[src/rtl/uart_rx_ctrl_if.sv]
// rtl/uart_rx_ctrl_if.sv - register bus and receiver-side signals of uart_rx_ctrl
// slave is the controller; master is whoever drives the bus and models the receiver.
interface uart_rx_ctrl_if;
  logic        reg_we;
  logic        reg_re;
  logic [1:0]  reg_addr;
  logic [15:0] reg_wdata;
  logic [15:0] reg_rdata;
  logic        irq;
  logic        rx_rst;
  logic [15:0] clk_div;
  logic [4:0]  bits_per_word;
  logic        parity_en;
  logic        parity_evan_odd;
  logic        two_stop_bit;
  logic [15:0] rx_data;
  logic        rx_new_data;
  logic        rx_frame_error;

  modport master (
    output reg_we, reg_re, reg_addr, reg_wdata, rx_data, rx_new_data, rx_frame_error,
    input  reg_rdata, irq, rx_rst, clk_div, bits_per_word, parity_en, parity_evan_odd,
           two_stop_bit
  );

  modport slave (
    input  reg_we, reg_re, reg_addr, reg_wdata, rx_data, rx_new_data, rx_frame_error,
    output reg_rdata, irq, rx_rst, clk_div, bits_per_word, parity_en, parity_evan_odd,
           two_stop_bit
  );
endinterface

[src/rtl/uart_rx_ctrl.sv]
// rtl/uart_rx_ctrl.sv - uart_rx configuration, reset sequencing, receive FIFO and irq
// Four registers: CTRL, CLKDIV, DATA (pop on read), STATUS (sticky flags, W1C).
module uart_rx_ctrl #(
  parameter int DEPTH   = 16,
  parameter int AW      = 4,
  parameter int TIMEOUT = 4096
) (
  input logic          clk,
  input logic          rst,
  uart_rx_ctrl_if.slave bus
);
  localparam int TW = $clog2(TIMEOUT + 1);

  typedef enum logic [1:0] {S_DISABLED, S_RECONF, S_RUN} state_t;

  state_t       r_state, w_next;
  logic         r_rc_cnt;
  logic [15:0]  r_ctrl, r_clkdiv, r_rdata;
  logic [15:0]  r_mem [DEPTH];
  logic [AW-1:0] r_wptr, r_rptr;
  logic [AW:0]  r_level;
  logic [TW-1:0] r_to_cnt;
  logic         r_nd_prev, r_fe_prev;
  logic         r_ovr, r_ferr, r_to, r_irq;

  logic         w_run, w_rx_rst;
  logic         w_ctrl_wr, w_clkdiv_wr, w_stat_wr, w_flush;
  logic         w_empty, w_full, w_push_req, w_push, w_pop;
  logic         w_ovr_set, w_fe_set, w_to_set, w_lvl_hit;
  logic [8:0]   w_level9;
  logic [15:0]  w_status;

  assign w_ctrl_wr   = bus.reg_we && (bus.reg_addr == 2'd0);
  assign w_clkdiv_wr = bus.reg_we && (bus.reg_addr == 2'd1);
  assign w_stat_wr   = bus.reg_we && (bus.reg_addr == 2'd3);
  assign w_flush     = w_ctrl_wr && bus.reg_wdata[9];

  assign w_empty  = (r_level == '0);
  assign w_full   = (r_level == (AW+1)'(DEPTH));
  assign w_level9 = 9'(r_level);

  // Edge detect on the receiver's level strobes; only RUN accepts them.
  assign w_push_req = bus.rx_new_data && !r_nd_prev && w_run && !w_flush;
  assign w_pop      = bus.reg_re && (bus.reg_addr == 2'd2) && !w_empty;
  assign w_push     = w_push_req && (!w_full || w_pop);
  assign w_ovr_set  = w_push_req && w_full && !w_pop;
  assign w_fe_set   = bus.rx_frame_error && !r_fe_prev && w_run;
  assign w_to_set   = (r_to_cnt == TW'(TIMEOUT));
  assign w_lvl_hit  = (r_ctrl[13:10] != 4'd0) && (w_level9 >= {5'd0, r_ctrl[13:10]});

  assign w_status = {1'b0, w_rx_rst, r_to, r_ferr, r_ovr, w_full, w_empty, w_level9};

  // Sequencer: state register
  always_ff @(posedge clk or negedge rst) begin
    if (!rst) begin
      r_state  <= S_DISABLED;
      r_rc_cnt <= 1'b0;
    end else begin
      r_state  <= w_next;
      r_rc_cnt <= (r_state == S_RECONF) && !r_rc_cnt;
    end
  end

  // Sequencer: next state
  always_comb begin
    w_next = r_state;
    case (r_state)
      S_DISABLED: if (w_ctrl_wr && bus.reg_wdata[0]) w_next = S_RECONF;
      S_RECONF:   if (r_rc_cnt) w_next = r_ctrl[0] ? S_RUN : S_DISABLED;
      S_RUN: begin
        if (w_ctrl_wr && !bus.reg_wdata[0])  w_next = S_DISABLED;
        else if (w_ctrl_wr || w_clkdiv_wr)   w_next = S_RECONF;
      end
      default:    w_next = S_DISABLED;
    endcase
  end

  // Sequencer: outputs
  always_comb begin
    w_run    = 1'b0;
    w_rx_rst = 1'b1;
    if (r_state == S_RUN) begin
      w_run    = 1'b1;
      w_rx_rst = 1'b0;
    end
  end

  always_ff @(posedge clk or negedge rst) begin
    if (!rst) begin
      r_ctrl   <= 16'd0;
      r_clkdiv <= 16'd1;
    end else begin
      if (w_ctrl_wr)   r_ctrl   <= bus.reg_wdata & 16'h7DFF;
      if (w_clkdiv_wr) r_clkdiv <= bus.reg_wdata;
    end
  end

  // When full, push and pop share a slot: the old head is read out before the overwrite.
  always_ff @(posedge clk) begin
    if (w_push) r_mem[r_wptr] <= bus.rx_data;
  end

  always_ff @(posedge clk or negedge rst) begin
    if (!rst) begin
      r_wptr  <= '0;
      r_rptr  <= '0;
      r_level <= '0;
    end else if (w_flush) begin
      r_wptr  <= '0;
      r_rptr  <= '0;
      r_level <= '0;
    end else begin
      if (w_push) r_wptr <= r_wptr + AW'(1);
      if (w_pop)  r_rptr <= r_rptr + AW'(1);
      if (w_push && !w_pop)      r_level <= r_level + (AW+1)'(1);
      else if (w_pop && !w_push) r_level <= r_level - (AW+1)'(1);
    end
  end

  always_ff @(posedge clk or negedge rst) begin
    if (!rst) begin
      r_nd_prev <= 1'b0;
      r_fe_prev <= 1'b0;
      r_to_cnt  <= '0;
    end else begin
      r_nd_prev <= bus.rx_new_data;
      r_fe_prev <= bus.rx_frame_error;
      if (w_push || w_pop || w_empty) r_to_cnt <= '0;
      else if (!w_to_set)             r_to_cnt <= r_to_cnt + TW'(1);
    end
  end

  // Sticky flags: a set in the same cycle as a W1C clear wins.
  always_ff @(posedge clk or negedge rst) begin
    if (!rst) begin
      r_ovr  <= 1'b0;
      r_ferr <= 1'b0;
      r_to   <= 1'b0;
      r_irq  <= 1'b0;
    end else begin
      r_ovr  <= w_ovr_set || (r_ovr  && !(w_stat_wr && bus.reg_wdata[11]));
      r_ferr <= w_fe_set  || (r_ferr && !(w_stat_wr && bus.reg_wdata[12]));
      r_to   <= w_to_set  || (r_to   && !(w_stat_wr && bus.reg_wdata[13]));
      r_irq  <= r_ctrl[14] && (w_lvl_hit || r_to || r_ovr);
    end
  end

  always_ff @(posedge clk or negedge rst) begin
    if (!rst) begin
      r_rdata <= 16'd0;
    end else if (bus.reg_re) begin
      case (bus.reg_addr)
        2'd0:    r_rdata <= r_ctrl;
        2'd1:    r_rdata <= r_clkdiv;
        2'd2:    r_rdata <= w_empty ? 16'd0 : r_mem[r_rptr];
        default: r_rdata <= w_status;
      endcase
    end
  end

  assign bus.reg_rdata       = r_rdata;
  assign bus.irq             = r_irq;
  assign bus.rx_rst          = w_rx_rst;
  assign bus.clk_div         = r_clkdiv;
  assign bus.bits_per_word   = r_ctrl[5:1];
  assign bus.parity_en       = r_ctrl[6];
  assign bus.parity_evan_odd = r_ctrl[7];
  assign bus.two_stop_bit    = r_ctrl[8];
endmodule

[src/flat_wrapper.sv]
// flat-port wrapper written by rule: the top's interface ports become plain ports
module uart_rx_ctrl_flat 
#(
  parameter int DEPTH   = 16,
  parameter int AW      = 4,
  parameter int TIMEOUT = 4096
)
  (clk, rst, bus_reg_we, bus_reg_re, bus_reg_addr, bus_reg_wdata, bus_rx_data, bus_rx_new_data, bus_rx_frame_error, bus_reg_rdata, bus_irq, bus_rx_rst, bus_clk_div, bus_bits_per_word, bus_parity_en, bus_parity_evan_odd, bus_two_stop_bit);
  uart_rx_ctrl_if bus_i ();
  input logic clk;
  input logic rst;
  input wire logic [$bits(bus_i.reg_we)-1:0] bus_reg_we;
  input wire logic [$bits(bus_i.reg_re)-1:0] bus_reg_re;
  input wire logic [$bits(bus_i.reg_addr)-1:0] bus_reg_addr;
  input wire logic [$bits(bus_i.reg_wdata)-1:0] bus_reg_wdata;
  input wire logic [$bits(bus_i.rx_data)-1:0] bus_rx_data;
  input wire logic [$bits(bus_i.rx_new_data)-1:0] bus_rx_new_data;
  input wire logic [$bits(bus_i.rx_frame_error)-1:0] bus_rx_frame_error;
  output wire logic [$bits(bus_i.reg_rdata)-1:0] bus_reg_rdata;
  output wire logic [$bits(bus_i.irq)-1:0] bus_irq;
  output wire logic [$bits(bus_i.rx_rst)-1:0] bus_rx_rst;
  output wire logic [$bits(bus_i.clk_div)-1:0] bus_clk_div;
  output wire logic [$bits(bus_i.bits_per_word)-1:0] bus_bits_per_word;
  output wire logic [$bits(bus_i.parity_en)-1:0] bus_parity_en;
  output wire logic [$bits(bus_i.parity_evan_odd)-1:0] bus_parity_evan_odd;
  output wire logic [$bits(bus_i.two_stop_bit)-1:0] bus_two_stop_bit;
  assign bus_i.reg_we = bus_reg_we;
  assign bus_i.reg_re = bus_reg_re;
  assign bus_i.reg_addr = bus_reg_addr;
  assign bus_i.reg_wdata = bus_reg_wdata;
  assign bus_i.rx_data = bus_rx_data;
  assign bus_i.rx_new_data = bus_rx_new_data;
  assign bus_i.rx_frame_error = bus_rx_frame_error;
  assign bus_reg_rdata = bus_i.reg_rdata;
  assign bus_irq = bus_i.irq;
  assign bus_rx_rst = bus_i.rx_rst;
  assign bus_clk_div = bus_i.clk_div;
  assign bus_bits_per_word = bus_i.bits_per_word;
  assign bus_parity_en = bus_i.parity_en;
  assign bus_parity_evan_odd = bus_i.parity_evan_odd;
  assign bus_two_stop_bit = bus_i.two_stop_bit;
  uart_rx_ctrl #(.DEPTH(DEPTH), .AW(AW), .TIMEOUT(TIMEOUT)) u_core (.clk(clk), .rst(rst), .bus(bus_i));
endmodule
[config.mk]
export PLATFORM = sky130hd
export DESIGN_NAME = uart_rx_ctrl_flat
export DESIGN_NICKNAME = d
export VERILOG_FILES = /design/src/rtl/uart_rx_ctrl_if.sv /design/src/rtl/uart_rx_ctrl.sv /design/src/flat_wrapper.sv
export SDC_FILE = /design/constraint.sdc
export NUM_CORES = 1
export LEC_CHECK = 0
export BUFFER_PORTS_ARGS = -buffer_cell sky130_fd_sc_hd__buf_2
export CAP_MARGIN = 10
export CORE_UTILIZATION = 25
export DETAILED_ROUTE_END_ITERATION = 7
export PLACE_DENSITY_LB_ADDON = 0.3
export SETUP_SLACK_MARGIN = 0.5
export SLEW_MARGIN = 15
export SYNTH_ARGS = -nofsm -noshare
export SYNTH_HDL_FRONTEND = slang
export SYNTH_SLANG_ARGS = --single-unit
[constraint.sdc]
create_clock -name clk -period 3.6 [get_ports clk]
set_input_delay 0.54 -clock clk [delete_from_list [all_inputs] [get_ports clk]]
set_output_delay 0.54 -clock clk [all_outputs]
set_load 0.05 [all_outputs]
==> out/metrics.cfg <==
[outcome]
status = finished clean

[floorplan]
start_util_pct = 25.54
die_h_um = 237.6
rows = 85
fp.dieW_um = 237.6
io_pins = 82
coreArea_mm2 = 0.05435
dieArea_mm2 = 0.05647

[final_layout]
multi_input_area_mm2 = 0.003943
final_common_cell = edfxtp_1
finalNetCount = 992
seq_area_mm2 = 0.009723
area_delta_synth_final_pct = 19.76
fill_cells = 5347
final_cell_mix = edfxtp_1, buf_2, dfrtp_1
drive_above_1_share_pct = 33.06

[clocking]
cts_buffer_depth = 3
post_cts_buffers = 0
cts_hold_buf = 0
cts_tree = done
cts-htree-levels = 2
cts_root_buf = clkbuf_16
cts.clk_slew.worst_paths_ns = 0.06
cts.sinks = 337
cts_resized = 0
cts_buffers = 37
clock_latency_ns = 0.52

[logic_synthesis]
synth_edf_count = 256
yosysSeqAreaShare_pct = 70.00
syn_area_mm2 = 0.01388
syn_inst = 822
synth_fp_nets = 880
yosysWarnings = 0
yosys_most_used_dff = edfxtp_1
avgSynthCellArea_um2 = 16.89
async_flop_share_pct = 24.04
yosysUniqueCellTypes = 53
ys_ff_latch = 337

[global_route]
grt_pass1_wl_um = 51220
grt_pass1_vias = 7745
grt_max_degree = 72
grt_use_total_pct = 12.14
antenna_found_initial = 4
grt.overflow.total = 0

[drt]
drc = 0
drtPass1Iterations = 4
drt-total-wl_um = 33890
wire_per_inst_um = 19.95
via_per_inst = 4.411
drt_iter0_drc = 575
antenna_left = 0
vias = 7494

[timing]
hold_viol_final = 0
fin_skew_ns = 0.01340
slew_headroom_pct = 35.26
finalMaxSlewViolations = 0
worst_pin_slew_ns = 0.9711
setup_viol = 0
period_minus_slack_ns = 2.934
fin_crit_sh_pct = 81.49
finalHoldWorstSlack_ns = 0.1373
max_freq_ghz = 0.3409
rsz0062_at_grt = no
tns_ns = 0

[setup_path]
cp_max_fo = 6
endpoint_kind = flop
reg2reg_from = u_core.r_state[0]$_DFFE_PN0P_
worstSetupPathType = reg2reg
arrival_ns = 3.34
required_ns = 4.01
rrSetupSlack_ns = 0.67
r2r-end = u_core.r_level[4]$_DFFE_PN0P_
startpoint_type = flop
rr_worst_depth = 12

[run]
drv_cap = 0

[power_and_ir_drop]
powerDensity_mw_per_mm2 = 660.8
p_leak_nw = 5.802
vdd_ir_drop_max_uv = 268.6

[placed_design]
place_congestion = 0.7385
io_buffers = 81
hpwlAfterDp_um = 21830

[worst_hold_path]
worstHoldPathCells = 1
worstHoldStart = bus_rx_new_data
holdPathEnd = u_core.r_nd_prev$_DFF_PN0_
worstHoldPathType = in2reg

[logic make-up (layout without fill, tap and decap cells)]
family | count (synthesis) | after routing | share of synthesized area [%]
XOR/XNOR | 20 | 20 | 1.262
flip-flops | 337 | 337 | 70.00
adder cells (fa/ha/maj) | 18 | 18 | 1.677
AND/OR/NAND/NOR | 186 | 186 | 6.382
other | 0 | 1 | 0
buffers and inverters | 69 | 206 | 2.344
AO/OA/AOI/OAI | 68 | 68 | 3.353
multiplexers | 124 | 124 | 14.98
[report_power, final]
group	total (mW)	internal, mW	switching (mW)
sequential	4.70	4.41	0.297
combinational	2.54	1.12	1.42
clock	3.74	2.25	1.49
total	11.0	7.78	3.21
[layout make-up]
cell class	instances	area share [%]
multi-input combinational	416	23.72
clock inverter	20	1.189
inverter	21	0.4742
clock buffer	44	5.984
tap	739	5.563
sequential	337	58.49
antenna	1	0.01505
timing repair buffer	121	4.562
[through the flow]
step / setup slack [ns] / power (mW) / utilization, % / std cells / area (um^2)
2_1_floorplan: 0.5299 / 6.590 / - / 822 / 13900
3_3_place_gp: 0.3694 / 7.355 / 28.36 / 1634 / 15410
3_5_place_dp: 0.3541 / 7.357 / 28.36 / 1634 / 15410
4_1_cts: 0.5664 / 11.13 / 30.56 / 1698 / 16610
5_1_grt: 0.5035 / 11.50 / 30.58 / 1698 / 16620
6_report: 0.6664 / 10.98 / 30.59 / 1699 / 16620
[worst max-delay path, cell delays in order (launching register included)]
cell     delay [ns]
dfrtp_1        0.42
nor2b_4        0.17
inv_2          0.08
or4b_4         0.52
nor2b_2        0.16
ha_1           0.19
inv_2          0.08
fa_2           0.41
a21o_1         0.19
a21oi_1        0.18
mux2i_1        0.24
xnor2_1        0.13
nor2_1         0.05
[Yosys cell counts (16+ instances only)]
| library cell | count | area (um^2) |
|---|---|---|
| mux2_2 | 50 | 563.0 |
| nor2_1 | 53 | 198.9 |
| o21ai_0 | 16 | 80.08 |
| dfrtp_1 | 80 | 2002 |
| nand3_1 | 21 | 105.1 |
| clkbuf_1 | 22 | 82.58 |
| nand2_1 | 62 | 232.7 |
| mux4_2 | 62 | 1396 |
| nand2b_1 | 16 | 100.1 |
| ha_1 | 17 | 212.7 |
| inv_1 | 20 | 75.07 |
| edfxtp_1 | 256 | 7687 |
[worst max-delay path by stage]
stage                             startpoint                       endpoint  slack, ns
2_1_floorplan                bus_reg_addr[0]  u_core.r_level[4]$_DFFE_PN0P_       0.53
4_1_cts        u_core.r_state[0]$_DFFE_PN0P_  u_core.r_level[4]$_DFFE_PN0P_       0.57
6_report       u_core.r_state[0]$_DFFE_PN0P_  u_core.r_level[4]$_DFFE_PN0P_       0.67
3_3_place_gp                      bus_reg_we  u_core.r_level[4]$_DFFE_PN0P_       0.37
3_5_place_dp                      bus_reg_we  u_core.r_level[4]$_DFFE_PN0P_       0.35
5_1_grt        u_core.r_state[0]$_DFFE_PN0P_  u_core.r_level[4]$_DFFE_PN0P_       0.50
[per-layer routing]
metal  share of wire, %  up-vias  global-route usage (%)
met5               0.12        -                       0
met4                1.6        6                   2.659
met3                4.7       51                   2.288
met2                 48      164                   19.75
met1                 46     3881                   16.80
li1                   -     3392                       -
[sequential cells by signal, summed over array words and instances (netlist names)]
name	cells
u_core.bus.clk_div	16
u_core.r_mem	256
u_core.r_to	1
u_core.r_ferr	1
u_core.r_rptr	4
u_core.r_nd_prev	1
u_core.bus.irq	1
u_core.r_state	2
u_core.r_wptr	4
u_core.r_to_cnt	13
u_core.r_ovr	1
u_core.r_level	5
u_core.r_fe_prev	1
u_core.bus.reg_rdata	16
u_core.r_ctrl	14
u_core.r_rc_cnt	1
(Power assumes the default switching activity.)
